--- src/rtl/cordic_result_buffer_pkg.sv ---
// Shared constants and result type for the CORDIC result capture stage.
package cordic_result_buffer_pkg;

  localparam int CRB_DATA_WIDTH   = 16;
  // Must track the register depth of the CORDIC pipeline feeding this buffer.
  localparam int CRB_PIPE_LATENCY = 9;
  localparam int CRB_FIFO_DEPTH   = 8;

  typedef struct packed {
    logic [CRB_DATA_WIDTH-1:0] degree;
    logic [CRB_DATA_WIDTH-1:0] x;
    logic [CRB_DATA_WIDTH-1:0] y;
  } cordic_result_t;

endpackage

--- src/rtl/cordic_result_buffer_if.sv ---
// Valid/ready result stream from the capture FIFO to its consumer.
interface cordic_result_if
  import cordic_result_buffer_pkg::*;
#(
  parameter int DATA_WIDTH = CRB_DATA_WIDTH
);
  logic                  m_valid;
  logic                  m_ready;
  logic [DATA_WIDTH-1:0] m_degree;
  logic [DATA_WIDTH-1:0] m_x;
  logic [DATA_WIDTH-1:0] m_y;

  modport master (output m_valid, m_degree, m_x, m_y, input m_ready);
  modport slave  (input m_valid, m_degree, m_x, m_y, output m_ready);
endinterface

--- src/rtl/cordic_result_buffer_valid_delay.sv ---
// Issue-strobe delay line matched to the CORDIC pipeline latency.
module cordic_valid_delay #(
  parameter int DEPTH = 9
) (
  input  logic clk,
  input  logic reset,
  input  logic din,
  output logic dout
);

  logic [DEPTH:1] vld_pipe;

  always_ff @(posedge clk) begin
    if (reset) begin
      vld_pipe <= '0;
    end else begin
      vld_pipe[1] <= din;
      for (int i = 2; i <= DEPTH; i++) vld_pipe[i] <= vld_pipe[i-1];
    end
  end

  assign dout = vld_pipe[DEPTH];

endmodule

--- src/rtl/cordic_result_buffer.sv ---
// Capture FIFO for CORDIC results; drops and flags results arriving while full.
// Optional CORDIC_RESULT_OVF_CNT_EN adds a saturating drop counter ovf_count.
module cordic_result_buffer
  import cordic_result_buffer_pkg::*;
#(
  parameter int DATA_WIDTH   = CRB_DATA_WIDTH,
  parameter int PIPE_LATENCY = CRB_PIPE_LATENCY,
  parameter int FIFO_DEPTH   = CRB_FIFO_DEPTH
) (
  input  logic                          clk,
  input  logic                          reset,
  input  logic                          issue_valid,
  input  logic [DATA_WIDTH-1:0]         degree_out,
  input  logic [DATA_WIDTH-1:0]         x_out,
  input  logic [DATA_WIDTH-1:0]         y_out,
  cordic_result_if.master               m,
  output logic [$clog2(FIFO_DEPTH):0]   level,
  output logic                          overflow,
`ifdef CORDIC_RESULT_OVF_CNT_EN
  output logic [15:0]                   ovf_count,
`endif
  input  logic                          clear_ovf
);

  localparam int AW = $clog2(FIFO_DEPTH);
  localparam int LW = AW + 1;

  typedef struct packed {
    logic [DATA_WIDTH-1:0] degree;
    logic [DATA_WIDTH-1:0] x;
    logic [DATA_WIDTH-1:0] y;
  } entry_t;

  entry_t          mem [FIFO_DEPTH];
  entry_t          head;
  logic [AW-1:0]   wr_ptr, rd_ptr;
  logic [LW-1:0]   level_nxt;
  logic            valid_q, tap, full, pop, push, drop;

  cordic_valid_delay #(.DEPTH(PIPE_LATENCY)) u_dly (
    .clk  (clk),
    .reset(reset),
    .din  (issue_valid),
    .dout (tap)
  );

  assign full = (level == LW'(FIFO_DEPTH));
  assign pop  = valid_q && m.m_ready;
  // A pop frees the slot in the same cycle, so a full FIFO still accepts.
  assign push = tap && (!full || pop);
  assign drop = tap && full && !pop;

  always_comb begin
    level_nxt = level;
    if (push && !pop)      level_nxt = level + LW'(1);
    else if (pop && !push) level_nxt = level - LW'(1);
  end

  always_ff @(posedge clk) begin
    if (push) mem[wr_ptr] <= {degree_out, x_out, y_out};
  end

  always_ff @(posedge clk) begin
    if (reset) begin
      wr_ptr   <= '0;
      rd_ptr   <= '0;
      level    <= '0;
      valid_q  <= 1'b0;
      overflow <= 1'b0;
    end else begin
      if (push) wr_ptr <= wr_ptr + AW'(1);
      if (pop)  rd_ptr <= rd_ptr + AW'(1);
      level   <= level_nxt;
      valid_q <= (level_nxt != '0);
      if (drop)           overflow <= 1'b1;
      else if (clear_ovf) overflow <= 1'b0;
    end
  end

`ifdef CORDIC_RESULT_OVF_CNT_EN
  always_ff @(posedge clk) begin
    if (reset)                          ovf_count <= '0;
    else if (clear_ovf)                 ovf_count <= {15'd0, drop};
    else if (drop && ovf_count != '1)   ovf_count <= ovf_count + 16'd1;
  end
`endif

  // Head read is combinational; gating keeps the bus quiet while empty.
  assign head       = valid_q ? mem[rd_ptr] : '0;
  assign m.m_valid  = valid_q;
  assign m.m_degree = head.degree;
  assign m.m_x      = head.x;
  assign m.m_y      = head.y;

endmodule

--- src/flat_wrapper.sv ---
// flat-port wrapper written by rule: the top's interface ports become plain ports
module cordic_result_buffer_flat import cordic_result_buffer_pkg::*;
#(
  parameter int DATA_WIDTH   = CRB_DATA_WIDTH,
  parameter int PIPE_LATENCY = CRB_PIPE_LATENCY,
  parameter int FIFO_DEPTH   = CRB_FIFO_DEPTH
)
  (clk, reset, issue_valid, degree_out, x_out, y_out, level, overflow, clear_ovf, m_m_valid, m_m_degree, m_m_x, m_m_y, m_m_ready);
  cordic_result_if #(.DATA_WIDTH(DATA_WIDTH)) m_i ();
  input  logic clk;
  input  logic reset;
  input  logic issue_valid;
  input  logic [DATA_WIDTH-1:0] degree_out;
  input  logic [DATA_WIDTH-1:0] x_out;
  input  logic [DATA_WIDTH-1:0] y_out;
  output logic [$clog2(FIFO_DEPTH):0] level;
  output logic overflow;
  input  logic clear_ovf;
  output wire logic [$bits(m_i.m_valid)-1:0] m_m_valid;
  output wire logic [$bits(m_i.m_degree)-1:0] m_m_degree;
  output wire logic [$bits(m_i.m_x)-1:0] m_m_x;
  output wire logic [$bits(m_i.m_y)-1:0] m_m_y;
  input wire logic [$bits(m_i.m_ready)-1:0] m_m_ready;
  assign m_m_valid = m_i.m_valid;
  assign m_m_degree = m_i.m_degree;
  assign m_m_x = m_i.m_x;
  assign m_m_y = m_i.m_y;
  assign m_i.m_ready = m_m_ready;
  cordic_result_buffer #(.DATA_WIDTH(DATA_WIDTH), .PIPE_LATENCY(PIPE_LATENCY), .FIFO_DEPTH(FIFO_DEPTH)) u_core (.clk(clk), .reset(reset), .issue_valid(issue_valid), .degree_out(degree_out), .x_out(x_out), .y_out(y_out), .m(m_i), .level(level), .overflow(overflow), .clear_ovf(clear_ovf));
endmodule
--- config.mk ---
export PLATFORM = sky130hd
export DESIGN_NAME = cordic_result_buffer_flat
export DESIGN_NICKNAME = d
export VERILOG_FILES = /design/src/rtl/cordic_result_buffer_pkg.sv /design/src/rtl/cordic_result_buffer_if.sv /design/src/rtl/cordic_result_buffer_valid_delay.sv /design/src/rtl/cordic_result_buffer.sv /design/src/flat_wrapper.sv
export SDC_FILE = /design/constraint.sdc
export NUM_CORES = 1
export LEC_CHECK = 0
export BUFFER_PORTS_ARGS = -buffer_cell sky130_fd_sc_hd__buf_2
export CAP_MARGIN = 20
export CORE_MARGIN = 4
export CORE_UTILIZATION = 40
export DETAILED_ROUTE_END_ITERATION = 12
export HOLD_SLACK_MARGIN = 0.12
export PLACE_DENSITY_LB_ADDON = 0.2
export SLEW_MARGIN = 20
export SYNTH_ARGS = -nofsm -noshare
export SYNTH_HDL_FRONTEND = slang
export SYNTH_SLANG_ARGS = --single-unit
--- constraint.sdc ---
create_clock -name clk -period 7.5 [get_ports clk]
set_clock_uncertainty 0.2 [all_clocks]
set_input_delay 1.5 -clock clk [delete_from_list [all_inputs] [get_ports clk]]
set_output_delay 1.5 -clock clk [all_outputs]
set_load 0.01 [all_outputs]
==> results of run 1 <==
==> cell usage after synthesis <==
master    number  area, sq um
dfxtp_1       24          480
or3_1          1         6.26
a21oi_1        8         40.0
a22oi_1        2         15.0
o21a_1         2         15.0
inv_1          3         11.3
or2b_1         1         7.51
ha_1           5         62.6
buf_2         14         70.1
nor3_1         3         15.0
xnor2_1        2         17.5
and2_2         1         7.51
o21ai_0        1         5.00
a21boi_4       1         18.8
a311oi_1       1         8.76
edfxtp_1     384        11500
and3b_1        1         8.76
mux4_2        96         2160
nor2b_1       57          357
o311a_1        1         10.0
nand4b_1       1         8.76
clkbuf_1      15         56.3
nand2_1       11         41.3
a41oi_1        1         8.76
buf_1          3         11.3
and2_4         1         8.76
and3_1         1         6.26
buf_6          1         11.3
nand2b_1       4         25.0
buf_4          4         30.0
mux2i_1       48          480
nor4_1         1         6.26
xor2_1         4         35.0
nor2_1        14         52.6
nand3b_1       1         7.51
==> worst register-to-register path, stage by stage, from the launching register on <==
cell and delay, ns:
dfxtp_2 0.31, buf_4 0.54, and2_2 0.35, o21a_1 0.21, nand2b_1 0.25, nor2_4 0.74
buf_4 0.60
==> layer usage <==
| metal | GRT usage, % | part of all wire [%] | vias to the layer above |
|---|---|---|---|
| met5 | 0 | 0.12 | - |
| met4 | 3.33 | 1.6 | 8 |
| met3 | 3.89 | 5.6 | 49 |
| met2 | 25.3 | 50 | 154 |
| met1 | 20.8 | 43 | 3701 |
| li1 | - | - | 3197 |
==> cells by family after synthesis <==
kind of cell	after synthesis	share of synthesized area (%)
adder cells (fa/ha/maj)	5	0.400
AND/OR/NAND/NOR	98	3.57
flip-flops	408	76.8
XOR/XNOR	6	0.336
buffers and inverters	40	1.22
multiplexers	144	16.9
AO/OA/AOI/OAI	17	0.776
==> power groups by stage <==
stage | clock [mW] | sequential, mW | combinational, mW
6_report | 2.00 | 2.57 | 0.651
5_1_grt | 2.17 | 2.58 | 0.719
4_1_cts | 2.05 | 2.57 | 0.675
3_3_place_gp | 0 | 2.62 | 0.670
2_1_floorplan | 0 | 2.57 | 0.493
3_5_place_dp | 0 | 2.62 | 0.673
==> cell type report <==
type	count	area, sq um	share of cell area [%]
clock buffer	50	1120	6.19
clock inverter	30	218	1.20
inverter	3	11.3	0.0620
multi-input combinational	270	3490	19.2
sequential	408	12000	66.2
tap	518	648	3.57
timing repair buffer	120	648	3.57
==> registers in the layout, indices dropped and copies added, names as in the netlist, named ones only <==
signal / flops
u_core.overflow: 1
u_core.wr_ptr: 3
u_core.m.m_valid: 1
u_core.rd_ptr: 3
u_core.u_dly.vld_pipe: 9
u_core.level: 4
u_core.mem: 384
==> cells in the final DEF, fill, tap and decap left out, types with 5 or more instances in the layout <==
| cell type | instances |
|---|---|
| clkbuf_1 | 6 |
| mux4_2 | 96 |
| mux2i_1 | 48 |
| nand2_1 | 11 |
| buf_4 | 13 |
| nor2_4 | 6 |
| nor2_1 | 8 |
| a21oi_1 | 8 |
| buf_2 | 106 |
| clkbuf_16 | 44 |
| clkinvlp_4 | 5 |
| ha_1 | 5 |
| nor2b_1 | 57 |
| edfxtp_1 | 384 |
| dfxtp_1 | 20 |
| clkinv_2 | 9 |
| clkinv_1 | 11 |
==> path summary, 6_finish.rpt <==
kind                                       start                             endpoint  slack (ns)  depth (start not counted)
max                                    flip-flop                        m_m_degree[1]        2.74                          5
min reg2reg  u_core.u_dly.vld_pipe[1]$_SDFF_PP0_  u_core.u_dly.vld_pipe[2]$_SDFF_PP0_        0.23                          1
max reg2reg          u_core.m.m_valid$_SDFF_PP0_          u_core.mem[6][46]$_DFFE_PP_        3.93                          6
min          u_core.u_dly.vld_pipe[1]$_SDFF_PP0_  u_core.u_dly.vld_pipe[2]$_SDFF_PP0_        0.23                          1
==> per-stage QoR <==
step / instance area [sq um] / setup WS, ns / hold WS (ns) / utilization [%]
finish: 18200 / 2.74 / 0.235 / 47.0
global placement: 16800 / 3.22 / 0.216 / 43.5
global route: 18200 / 2.41 / 0.257 / 47.0
detailed placement: 16800 / 3.20 / 0.228 / 43.5
floorplan: 15600 / 1.37 / 0.214 / -
CTS: 18200 / 2.59 / 0.241 / 47.0
==> impl_metrics.prom, run 1 <==
# TYPE chip_impl_metric gauge
chip_impl_metric{name="critical_path.max_stage_delay",unit="ns"} 1.00
chip_impl_info{name="outcome",value="completed"} 1
chip_impl_metric{name="clk_latency",unit="ns"} 0.55
chip_impl_metric{name="grt_pass1_wl",unit="microns"} 48200
chip_impl_metric{name="num_antenna_cells",unit=""} 0
chip_impl_info{name="critPathTopFamily",value="flip-flops"} 1
chip_impl_info{name="holdCritPathClass",value="reg -> reg"} 1
chip_impl_metric{name="largest_net_degree_at_the_start_of_global_routing",unit=""} 54
chip_impl_metric{name="layout-area-overhead-vs-synth",unit="%"} 16.2
chip_impl_info{name="worst_path_max_delay_cell",value="dfxtp_4"} 1
chip_impl_metric{name="power.clock.fraction",unit="%"} 38.4
chip_impl_metric{name="final.min_clock_period",unit="ns"} 4.76
chip_impl_info{name="worst_setup_end_kind",value="output port"} 1
chip_impl_metric{name="die-height",unit="microns"} 206
chip_impl_metric{name="netlist-cell-type-count",unit=""} 35
chip_impl_metric{name="maximum_root_to_sink_buffer_count",unit=""} 3
chip_impl_metric{name="globalplace.congestion",unit=""} 0.698
chip_impl_metric{name="globalRoute.totalOverflow",unit=""} 0
chip_impl_metric{name="cts.reportedPaths.clkPinSlew",unit="ns"} 0.06
chip_impl_info{name="startpoint_type",value="flip-flop"} 1
chip_impl_metric{name="power.leakage",unit="nW"} 5.73
chip_impl_metric{name="seq_power_share",unit="%"} 49.2
chip_impl_info{name="cts_root_buf",value="clkbuf_16"} 1
chip_impl_metric{name="core_area",unit="sq mm"} 0.0386
chip_impl_metric{name="max-cap-violations",unit=""} 0
chip_impl_metric{name="comb_pwr_share",unit="%"} 12.5
chip_impl_metric{name="power.ir.vdd_worst",unit="V"} 0.000194
chip_impl_metric{name="required",unit="ns"} 5.80
chip_impl_metric{name="seq_area_frac_synth",unit="%"} 76.8
chip_impl_metric{name="routed_wirelength",unit="microns"} 31600
chip_impl_info{name="critical_path.cell_chain",value="buf_12 > mux4_2 > mux2i_1 > nor2b_1 > buf_2"} 1
chip_impl_metric{name="switching_share",unit="%"} 23.6
chip_impl_metric{name="cts.sinks",unit=""} 408
chip_impl_metric{name="worst_ep_arrival_time",unit="ns"} 3.06
chip_impl_metric{name="dieArea",unit="sq mm"} 0.0423
chip_impl_metric{name="power_switching",unit="mW"} 1.23
chip_impl_metric{name="antenna_left",unit=""} 0
chip_impl_metric{name="numCtsBuffers",unit=""} 43
chip_impl_metric{name="tns",unit="ns"} 0
chip_impl_metric{name="path_buf_inv",unit=""} 2
chip_impl_metric{name="timing.fmax",unit="MHz"} 210
chip_impl_metric{name="crit_fanout",unit=""} 52
chip_impl_metric{name="finalSetupViolations",unit=""} 0
chip_impl_metric{name="avgSynthCellArea",unit="sq um"} 21.8
chip_impl_metric{name="vias",unit=""} 7109
chip_impl_metric{name="htreeDepth",unit=""} 2
chip_impl_info{name="rsz0062_at_grt",value="false"} 1
chip_impl_metric{name="p_per_area",unit="mW/mm^2"} 287
chip_impl_metric{name="port_buffers",unit=""} 106
chip_impl_info{name="timing.setup.critical_path_class",value="reg -> out"} 1
chip_impl_metric{name="intPower",unit="mW"} 3.99
chip_impl_metric{name="final-max-slew-violation-count",unit=""} 0
chip_impl_info{name="cts_tree",value="done"} 1
chip_impl_metric{name="cts_hold_repair.buffers",unit=""} 0
chip_impl_metric{name="post_synthesis_cell_area",unit="sq mm"} 0.0156
chip_impl_metric{name="synth-seq-cells",unit=""} 408
chip_impl_metric{name="hold_viol",unit=""} 0
chip_impl_metric{name="detailedRoute.firstIterationViolations",unit=""} 353
chip_impl_metric{name="drt_pre_antenna_iters",unit=""} 4
chip_impl_metric{name="initial_core_utilization",unit="%"} 40.5
chip_impl_metric{name="remaining_drc_errors",unit=""} 0
chip_impl_metric{name="num_io_pins",unit=""} 107
chip_impl_metric{name="grt_pass1_vias",unit=""} 7735
chip_impl_metric{name="synth-warning-count",unit=""} 0
chip_impl_metric{name="post_route_cells_drive_above_1_share",unit="%"} 33.4
chip_impl_metric{name="antenna_found_initial",unit=""} 4
chip_impl_metric{name="fin_cells",unit=""} 1399
chip_impl_metric{name="postSynthCellCount",unit=""} 718
chip_impl_metric{name="routed_wire_length_per_instance",unit="microns"} 22.6
chip_impl_metric{name="min_period_over_period",unit="%"} 63.5
chip_impl_metric{name="maxSlewHeadroom",unit="%"} 33.6
chip_impl_metric{name="totalPowerFinal",unit="mW"} 5.22
chip_impl_metric{name="fillers",unit=""} 3240
chip_impl_metric{name="mappedNetlistNets",unit=""} 776
chip_impl_metric{name="least_margin_pin_slew",unit="ns"} 0.997
chip_impl_metric{name="vias_per_cell",unit=""} 5.08
chip_impl_metric{name="post-place-cells",unit=""} 1319
chip_impl_metric{name="finalNetCount",unit=""} 904
chip_impl_metric{name="grt.total_usage",unit="%"} 15.3
chip_impl_metric{name="row_count",unit=""} 72
chip_impl_metric{name="cts_resized",unit=""} 0
chip_impl_metric{name="detailedPlacementHpwl",unit="microns"} 16700
chip_impl_metric{name="post-cts-setup-buffers",unit=""} 0
chip_impl_metric{name="dieWidth",unit="microns"} 206
(Power assumes the default switching activity.)
==> inputs of run 2 (changes only) <==
==> constraint.sdc (replaced) <==
create_clock -name clk -period 4.3 [get_ports clk]
set_clock_uncertainty 0.2 [all_clocks]
set_input_delay 0.86 -clock clk [delete_from_list [all_inputs] [get_ports clk]]
set_output_delay 0.86 -clock clk [all_outputs]
set_load 0.01 [all_outputs]
==> run 2 against run 1 <==
- setup slack worse by 2.1 ns
- global-route usage fell by 0.22 points
- critical path depth unchanged
- highest routed layer unchanged
==> impl_metrics.prom, run 2 (synthesized netlist as in run 1, its figures left out) <==
# TYPE chip_impl_metric gauge
chip_impl_metric{name="critical_path.max_stage_delay",unit="ns"} 0.61
chip_impl_metric{name="routed_wire_length_per_instance",unit="microns"} 22.3
chip_impl_metric{name="hold_viol",unit=""} 0
chip_impl_metric{name="crit_fanout",unit=""} 20
chip_impl_info{name="worst_setup_end_kind",value="output port"} 1
chip_impl_metric{name="finalSetupViolations",unit=""} 0
chip_impl_metric{name="remaining_drc_errors",unit=""} 0
chip_impl_metric{name="antenna_left",unit=""} 0
chip_impl_metric{name="power.leakage",unit="nW"} 5.77
chip_impl_metric{name="required",unit="ns"} 3.24
chip_impl_metric{name="switching_share",unit="%"} 23.2
chip_impl_metric{name="tns",unit="ns"} 0
chip_impl_metric{name="path_buf_inv",unit=""} 2
chip_impl_metric{name="dieWidth",unit="microns"} 206
chip_impl_info{name="outcome",value="completed"} 1
chip_impl_metric{name="post_route_cells_drive_above_1_share",unit="%"} 33.1
chip_impl_metric{name="dieArea",unit="sq mm"} 0.0423
chip_impl_metric{name="initial_core_utilization",unit="%"} 40.5
chip_impl_metric{name="maximum_root_to_sink_buffer_count",unit=""} 3
chip_impl_metric{name="power_switching",unit="mW"} 2.09
chip_impl_metric{name="hold-worst-slack",unit="ns"} 0.227
chip_impl_metric{name="globalRoute.totalOverflow",unit=""} 0
chip_impl_metric{name="max-cap-violations",unit=""} 0
chip_impl_metric{name="largest_net_degree_at_the_start_of_global_routing",unit=""} 53
chip_impl_metric{name="row_count",unit=""} 72
chip_impl_info{name="mostFrequentLayoutCell",value="edfxtp_1"} 1
chip_impl_metric{name="routed_wirelength",unit="microns"} 31500
chip_impl_metric{name="timing.fmax",unit="MHz"} 275
chip_impl_metric{name="vias_per_cell",unit=""} 5.06
chip_impl_metric{name="port_buffers",unit=""} 106
chip_impl_metric{name="maxSlewHeadroom",unit="%"} 50.5
chip_impl_info{name="startpoint_type",value="flip-flop"} 1
chip_impl_metric{name="largest_register_ff_count",unit=""} 384
chip_impl_metric{name="detailedPlace.worstSlack",unit="ns"} 1.12
chip_impl_metric{name="htreeDepth",unit=""} 2
chip_impl_metric{name="layout_setup_ws",unit="ns"} 0.662
chip_impl_metric{name="final-max-slew-violation-count",unit=""} 0
chip_impl_metric{name="vias",unit=""} 7135
chip_impl_metric{name="power.ir.vdd_worst",unit="V"} 0.000364
chip_impl_metric{name="least_margin_pin_slew",unit="ns"} 0.743
chip_impl_metric{name="numCtsBuffers",unit=""} 43
chip_impl_metric{name="cts_resized",unit=""} 0
chip_impl_metric{name="totalPowerFinal",unit="mW"} 9.00
chip_impl_info{name="max_flop_register",value="u_core.mem"} 1
chip_impl_info{name="layout_common_cells",value="edfxtp_1 (384), buf_2 (106), mux4_2 (96)"} 1
chip_impl_metric{name="cts.reportedPaths.clkPinSlew",unit="ns"} 0.06
chip_impl_metric{name="power.clock.fraction",unit="%"} 37.2
chip_impl_metric{name="detailedRoute.firstIterationViolations",unit=""} 419
chip_impl_metric{name="globalplace.congestion",unit=""} 0.679
chip_impl_metric{name="antenna_found_initial",unit=""} 3
chip_impl_info{name="rsz0062_at_grt",value="false"} 1
chip_impl_info{name="holdCritPathClass",value="reg -> reg"} 1
chip_impl_info{name="timing.setup.critical_path_class",value="reg -> out"} 1
chip_impl_info{name="largest_registers",value="u_core.mem (384), u_core.u_dly.vld_pipe (9), u_core.level (4)"} 1
chip_impl_metric{name="comb_pwr_share",unit="%"} 13.5
chip_impl_metric{name="die-height",unit="microns"} 206
chip_impl_metric{name="post-cts-setup-buffers",unit=""} 0
chip_impl_info{name="critPathTopFamily",value="multiplexers"} 1
chip_impl_info{name="critical_path.cell_chain",value="buf_4 > mux4_2 > mux2i_1 > nor2b_1 > buf_2"} 1
chip_impl_metric{name="min_period_over_period",unit="%"} 84.6
chip_impl_metric{name="detailedPlacementHpwl",unit="microns"} 17500
chip_impl_metric{name="cts.sinks",unit=""} 408
chip_impl_info{name="cts_tree",value="done"} 1
chip_impl_metric{name="layout-area-overhead-vs-synth",unit="%"} 16.8
chip_impl_metric{name="cts_hold_repair.buffers",unit=""} 0
chip_impl_metric{name="intPower",unit="mW"} 6.91
chip_impl_metric{name="grt.total_usage",unit="%"} 15.1
chip_impl_info{name="worst_path_max_delay_cell",value="dfxtp_4"} 1
chip_impl_metric{name="seq_power_share",unit="%"} 49.2
chip_impl_metric{name="core_area",unit="sq mm"} 0.0386
chip_impl_metric{name="finalNetCount",unit=""} 917
chip_impl_metric{name="postLayoutCoreUtil",unit="%"} 47.2
chip_impl_metric{name="grt_pass1_wl",unit="microns"} 48100
chip_impl_metric{name="drt_pre_antenna_iters",unit=""} 4
chip_impl_metric{name="worst_ep_arrival_time",unit="ns"} 2.58
chip_impl_metric{name="clk_latency",unit="ns"} 0.54
chip_impl_metric{name="grt_pass1_vias",unit=""} 7717
chip_impl_metric{name="final.min_clock_period",unit="ns"} 3.64
chip_impl_metric{name="num_io_pins",unit=""} 107
chip_impl_info{name="cts_root_buf",value="clkbuf_16"} 1
chip_impl_metric{name="p_per_area",unit="mW/mm^2"} 493
==> run 2: final timing paths <==
| check | from | endpoint | slack (ns) | depth (start not counted) |
|---|---|---|---|---|
| min | u_core.u_dly.vld_pipe[5]$_SDFF_PP0_ | u_core.u_dly.vld_pipe[6]$_SDFF_PP0_ | 0.23 | 1 |
| min reg2reg | u_core.u_dly.vld_pipe[5]$_SDFF_PP0_ | u_core.u_dly.vld_pipe[6]$_SDFF_PP0_ | 0.23 | 1 |
| max | flip-flop | m_m_x[2] | 0.66 | 5 |
| max reg2reg | u_core.level[1]$_SDFF_PP0_ | u_core.mem[4][34]$_DFFE_PP_ | 1.53 | 7 |
==> run 2: area by class of cell <==
class | instances | area [sq um]
Clock buffer | 56 | 1150
Timing Repair Buffer | 133 | 796
Multi-Input combinational cell | 270 | 3500
Inverter | 3 | 11.3
Fill cell | 3242 | 20400
Sequential cell | 408 | 12000
Tap cell | 518 | 648
Antenna cell | 2 | 5.00
Clock inverter | 20 | 124
==> run 2: stage by stage <==
stage / std cells / instance area, sq um
3_3_place_gp: 1332 / 17000
6_report: 1410 / 18300
4_1_cts: 1408 / 18300
2_1_floorplan: 718 / 15600
5_1_grt: 1408 / 18300
3_5_place_dp: 1332 / 17000
==> run 2: per-layer routing <==
layer / up-vias / part of all wire [%] / GRT usage (%)
met2: 137 / 49 / 24.2
li1: 3215 / - / -
met5: - / 0.064 / 0
met4: 4 / 1.5 / 3.35
met1: 3740 / 45 / 21.7
met3: 39 / 4.5 / 3.01
==> run 2: power groups by stage <==
stage / Combinational [mW] / Clock, mW / Sequential, mW
3_3_place_gp: 1.26 / 0 / 4.52
4_1_cts: 1.26 / 3.45 / 4.43
6_report: 1.22 / 3.35 / 4.43
5_1_grt: 1.35 / 3.63 / 4.44
2_1_floorplan: 0.860 / 0 / 4.48
3_5_place_dp: 1.26 / 0 / 4.52
